<file path="src/rtl/spi_stream_receiver.sv">
// rtl/spi_stream_receiver.sv - SPI-clocked init detector, word framer and show-ahead receive FIFO
module spi_stream_receiver #(
    parameter int WORD_WIDTH  = 8,
    parameter int DEPTH       = 4,
    parameter int INIT_CLOCKS = 74,
    parameter int LSB_FIRST   = 0
) (
    input  logic                       CLK,
    input  logic                       RST_N,
    input  logic                       DI,
    input  logic                       CS,
    output logic [WORD_WIDTH-1:0]      RX_DATA,
    output logic                       RX_VALID,
    input  logic                       RX_READY,
    output logic [$clog2(DEPTH):0]     LEVEL,
    output logic                       OVERFLOW,
    input  logic                       CLR_OVF,
    output logic                       INIT_DONE,
    output logic                       BUSY
);

    localparam int IW = $clog2(INIT_CLOCKS + 1);
    localparam int BW = $clog2(WORD_WIDTH + 1);
    localparam int PW = $clog2(DEPTH);
    localparam int LW = PW + 1;

    localparam logic [IW-1:0] INIT_MAX  = IW'(INIT_CLOCKS);
    localparam logic [IW-1:0] INIT_LAST = IW'(INIT_CLOCKS - 1);
    localparam logic [BW-1:0] BIT_LAST  = BW'(WORD_WIDTH - 1);
    localparam logic [LW-1:0] FULL_LVL  = LW'(DEPTH);

    typedef enum logic [1:0] {
        ST_INIT  = 2'd0,
        ST_ARMED = 2'd1,
        ST_RECV  = 2'd2
    } state_t;

    state_t                state_q, state_d;
    logic [IW-1:0]         init_cnt_q, init_cnt_d;
    logic [BW-1:0]         bit_cnt_q, bit_cnt_d;
    logic [WORD_WIDTH-1:0] shift_q, shift_d;
    logic [WORD_WIDTH-1:0] shift_in;
    logic                  init_done_q, init_done_d;
    logic                  init_reach;
    logic                  push_req;

    logic [WORD_WIDTH-1:0] mem [DEPTH];
    logic [PW-1:0]         wr_ptr_q, rd_ptr_q;
    logic [LW-1:0]         count_q, count_d;
    logic                  ovf_q, ovf_d;
    logic                  full, pop, push_ok, drop;

    // The next bit folds in at the LSB (MSB-first words) or at the MSB (LSB-first words)
    always_comb begin
        if (LSB_FIRST != 0) begin
            shift_in = {DI, shift_q[WORD_WIDTH-1:1]};
        end else begin
            shift_in = {shift_q[WORD_WIDTH-2:0], DI};
        end
    end

    assign init_reach = DI && (init_cnt_q == INIT_LAST);

    // Framer state register
    always_ff @(posedge CLK or negedge RST_N) begin
        if (!RST_N) begin
            state_q <= ST_INIT;
        end else begin
            state_q <= state_d;
        end
    end

    // Framer next-state: init run arms framing, a low start bit opens a word, CS high aborts
    always_comb begin
        state_d = state_q;
        case (state_q)
            ST_INIT:  if (init_reach) state_d = ST_ARMED;
            ST_ARMED: if (!CS && !DI) state_d = ST_RECV;
            ST_RECV:  if (CS) state_d = ST_ARMED;
            default:  state_d = ST_INIT;
        endcase
    end

    // Framer outputs: counters, shift register and the word-complete push request
    always_comb begin
        init_cnt_d  = init_cnt_q;
        bit_cnt_d   = bit_cnt_q;
        shift_d     = shift_q;
        init_done_d = init_done_q;
        push_req    = 1'b0;
        case (state_q)
            ST_INIT: begin
                if (!DI) begin
                    init_cnt_d = '0;
                end else if (init_cnt_q != INIT_MAX) begin
                    init_cnt_d = init_cnt_q + IW'(1);
                end
                if (init_reach) init_done_d = 1'b1;
            end
            ST_ARMED: begin
                if (CS) begin
                    bit_cnt_d = '0;
                    shift_d   = '1;
                end else if (!DI) begin
                    shift_d   = shift_in;
                    bit_cnt_d = BW'(1);
                end
            end
            ST_RECV: begin
                if (CS) begin
                    bit_cnt_d = '0;
                    shift_d   = '1;
                end else begin
                    shift_d = shift_in;
                    if (bit_cnt_q == BIT_LAST) begin
                        push_req  = 1'b1;
                        bit_cnt_d = '0;
                    end else begin
                        bit_cnt_d = bit_cnt_q + BW'(1);
                    end
                end
            end
            default: ;
        endcase
    end

    // Framer datapath registers
    always_ff @(posedge CLK or negedge RST_N) begin
        if (!RST_N) begin
            init_cnt_q  <= '0;
            bit_cnt_q   <= '0;
            shift_q     <= '1;
            init_done_q <= 1'b0;
        end else begin
            init_cnt_q  <= init_cnt_d;
            bit_cnt_q   <= bit_cnt_d;
            shift_q     <= shift_d;
            init_done_q <= init_done_d;
        end
    end

    // A full FIFO still accepts a word when the head is popped in the same cycle
    assign full    = (count_q == FULL_LVL);
    assign pop     = RX_VALID && RX_READY;
    assign push_ok = push_req && (!full || pop);
    assign drop    = push_req && full && !pop;

    // Occupancy and sticky overflow; a fresh drop beats a coincident clear
    always_comb begin
        count_d = count_q;
        case ({push_ok, pop})
            2'b10:   count_d = count_q + LW'(1);
            2'b01:   count_d = count_q - LW'(1);
            default: count_d = count_q;
        endcase
        if (drop) begin
            ovf_d = 1'b1;
        end else if (CLR_OVF) begin
            ovf_d = 1'b0;
        end else begin
            ovf_d = ovf_q;
        end
    end

    // FIFO pointers, occupancy and overflow flag
    always_ff @(posedge CLK or negedge RST_N) begin
        if (!RST_N) begin
            wr_ptr_q <= '0;
            rd_ptr_q <= '0;
            count_q  <= '0;
            ovf_q    <= 1'b0;
        end else begin
            if (push_ok) wr_ptr_q <= wr_ptr_q + PW'(1);
            if (pop)     rd_ptr_q <= rd_ptr_q + PW'(1);
            count_q <= count_d;
            ovf_q   <= ovf_d;
        end
    end

    // FIFO storage; contents are only observable through a valid head, so no reset
    always_ff @(posedge CLK) begin
        if (push_ok) mem[wr_ptr_q] <= shift_in;
    end

    assign RX_VALID  = (count_q != '0);
    assign RX_DATA   = RX_VALID ? mem[rd_ptr_q] : '1;
    assign LEVEL     = count_q;
    assign OVERFLOW  = ovf_q;
    assign INIT_DONE = init_done_q;
    assign BUSY      = (bit_cnt_q != '0);

endmodule

</file>
<file path="config.mk">
export PLATFORM = sky130hd
export DESIGN_NAME = spi_stream_receiver
export DESIGN_NICKNAME = d
export VERILOG_FILES = /design/src/rtl/spi_stream_receiver.sv
export SDC_FILE = /design/constraint.sdc
export NUM_CORES = 1
export LEC_CHECK = 0
export CAP_MARGIN = 30
export CELL_PAD_IN_SITES_DETAIL_PLACEMENT = 0
export CELL_PAD_IN_SITES_GLOBAL_PLACEMENT = 1
export CORE_UTILIZATION = 40
export CTS_CLUSTER_SIZE = 28
export DETAILED_ROUTE_END_ITERATION = 7
export GPL_TIMING_DRIVEN = 0
export PLACE_DENSITY = 0.67
export SKIP_LAST_GASP = 1
export SLEW_MARGIN = 20
export SYNTH_ARGS = -nofsm -noshare
export SYNTH_HDL_FRONTEND = slang
export SYNTH_SLANG_ARGS = --single-unit
</file>
<file path="constraint.sdc">
create_clock -name CLK -period 3.28 [get_ports CLK]
set_input_delay 0.656 -clock CLK [delete_from_list [all_inputs] [get_ports CLK]]
set_output_delay 0.656 -clock CLK [all_outputs]
set_load 0.005 [all_outputs]
</file>
==> flow_metrics.tcl <==
set metrics [dict create \
    area_growth_pct 17.0 \
    cts_made_buffers 9 \
    die_h_um 87.7 \
    via_count 1902 \
    synth_cell_types 51 \
    status "complete, no violations" \
    yosysWarnings 0 \
    antenna_cells 0 \
    finalWeightedCongestion 0.765 \
    fmax_mhz 340 \
    utilization_pct 49.4 \
    die-area_um2 7690 \
    syn_inst 238 \
    layout.nets 283 \
    synth_area_per_cell_um2 12.3 \
    final_hold_viol_count 0 \
    synth_edf_count 32 \
    synth_top_area_cell "edfxtp_1" \
    max_slew_margin_pct 49.3 \
    fin_worst_skew_ns 0.00769 \
    critPathKind "register to output port" \
    ys_seq_area_share_pct 57.8 \
    dp_hpwl_um 3670 \
    ys_ff_latch 61 \
    slew_viol_final 0 \
    clockBufferDepth 2 \
    grt_overflow_total 0 \
    ir_drop_mv 0.290 \
    cts_tree "done" \
    die_w_um 87.7 \
    start_util_pct 42.3 \
    fin_setup_tns_ns 0 \
    slowest_stage "nor3_1" \
    preCtsSetupSlack_ns 0.636 \
    power_density_nw_per_um2 761 \
    synth_area_leaders "edfxtp_1 33%, dfrtp_1 19%, dfstp_2 6.3%, mux4_2 6.1%, ha_1 3.8%" \
    setup_viol 0 \
    endpoint_kind "output port" \
    postCtsHoldBufs 0 \
    drive_gt1_share_pct 19.5 \
    worstMarginPinSlew_ns 0.755 \
    drt_iter0_drc 105 \
    syn_area_um2 2940 \
    rows 30 \
    rsz0062_at_grt "false" \
    ant_nets 0 \
    grt_pass1_wl_um 9290 \
    synth-async-reset-ratio_pct 47.5 \
    io_pins 21 \
    ctsResizeCount 0 \
    critPathRequiredTime_ns 2.62 \
    p_leak_nw 1.30 \
    clk_pin_slew_worst_paths_ns 0.07 \
    syn-num-nets 254 \
    via_per_inst 5.17 \
    routed_wl_um 5490 \
    cts.sinks 61 \
    startpoint_type "register" \
    cpPeakStageDelay_ns 0.63 \
    core_area_um2 6940 \
    wl_per_cell_um 14.9 \
    synth.top_cell.area_share_pct 32.7 \
    ys.flop_type "edfxtp_1" \
    grt_usage_pct 16.6 \
    htree_levels 3 \
    first_pass_iters 4 \
    worst_slack_ns 0.341 \
    crit_path_max_fanout 9 \
    grt_start_max_net_pins 30 \
    finalCriticalPeriod_ns 2.94 \
    clk_latency_ns 0.35 \
    hp-class "primary input to async pin" \
    io_buffers 18 \
    grt_pass1_vias 1882 \
    cts_root_buf "clkbuf_8" \
    cp.arrival_ns 2.28 \
    cts_setup_buffers 0 \
    cap_viol_max_count 0 \
    cp_cell_sequence "clkbuf_1 -> nor3_1 -> or2_2 -> clkdlybuf4s50_1" \
    antenna_found_initial 0 \
    drc 0 \
    timing.final.crit_share_pct 89.6 \
]
[cell type report]
| cell class | instances | area (µm²) |
|---|---|---|
| Timing Repair Buffer | 18 | 175 |
| Clock inverter | 7 | 78.8 |
| Fill cell | 632 | 3510 |
| Buffer | 12 | 53.8 |
| Clock buffer | 9 | 124 |
| Inverter | 11 | 41.3 |
| Sequential cell | 61 | 1700 |
| Tap cell | 96 | 120 |
| Multi-Input combinational cell | 154 | 1140 |
[per-layer routing]
| layer | share of wire (%) | global-route usage [%] |
|---|---|---|
| met1 | 50 | 22.4 |
| met4 | 1.5 | 6.86 |
| met2 | 44 | 24.6 |
| met5 | 0 | 0 |
| met3 | 4.3 | 5.56 |
[sequential cells by signal, indices dropped and copies added (netlist names)]
signal and cells:
rd_ptr_q 2, mem 32, OVERFLOW 1, shift_q 7, bit_cnt_q 4, INIT_DONE 1, LEVEL 3, init_cnt_q 7
wr_ptr_q 2, state_q 2
[worst max-delay path: cells and delay by family (launching register included)]
kind	cells	cell delay [ns]
buf+inv	2	0.70
simple gates	2	0.86
flops	1	0.38
[report_power, final]
group	total [W]	switching [W]	internal (W)	leakage, nW
combinational	0.000837	0.000420	0.000417	0.552
sequential	0.00108	0.000118	0.000964	0.644
clock	0.000693	0.000332	0.000361	0.105
[worst paths after layout]
kind	from	end	slack [ns]	cells past startpoint
worst max register to register	LEVEL[2]	LEVEL[1]	0.73	7
worst min-delay path	RST_N	LEVEL[0]	0.35	1
worst max-delay path	LEVEL[2]	RX_DATA[3]	0.34	4
min in group CLK	INIT_DONE	INIT_DONE	0.49	1
worst min register to register	INIT_DONE	INIT_DONE	0.49	1
max in group asynchronous	RST_N	init_cnt_q[4]	2.48	1
[synth_stat cells, drive strengths merged (2+ instances only)]
master  instances
nand2          17
inv            11
dfrtp          22
xnor2           4
nor4bb          2
a221oi          2
nor2           19
a22o            3
or4             2
nor2b           4
buf             7
a31oi           7
o211ai          2
or2             9
o21ai          11
nand3b          3
nor3            6
mux4            8
a21o            2
a21oi           8
nand2b          2
nand4           3
edfxtp         32
ha              9
dfstp           7
clkbuf          5
nand3          10
and2            4
[through the flow]
step / instances / hold WS (ns) / cell area, µm² / power (W)
floorplan: 238 / 0.360 / 2940 / 0.00164
global placement: 352 / 0.464 / 3240 / 0.00194
detailed placement: 352 / 0.465 / 3230 / 0.00195
CTS: 368 / 0.369 / 3430 / 0.00265
global route: 368 / 0.390 / 3430 / 0.00280
finish: 368 / 0.347 / 3430 / 0.00261
[layout by cell type (no fill, tap or decap), drive strengths merged, types with 9 or more instances in the layout]
cell type / instances
dfrtp: 22
inv: 15
nor2: 19
edfxtp: 32
ha: 9
o21ai: 11
or2: 9
clkdlybuf4s50: 17
clkbuf: 14
nand2: 17
nand3: 10
[cell families (layout without fill, tap and decap cells)]
logic type	after synthesis	count (layout)	share of synthesized area, %
compound gates	45	45	10.7
buf+inv	23	57	3.24
xor+xnor	4	4	1.19
flops	61	61	57.8
simple gates	85	85	15.7
mux	10	10	6.86
fa+ha+maj	10	10	4.52
Power figures use the tool's default switching activity.
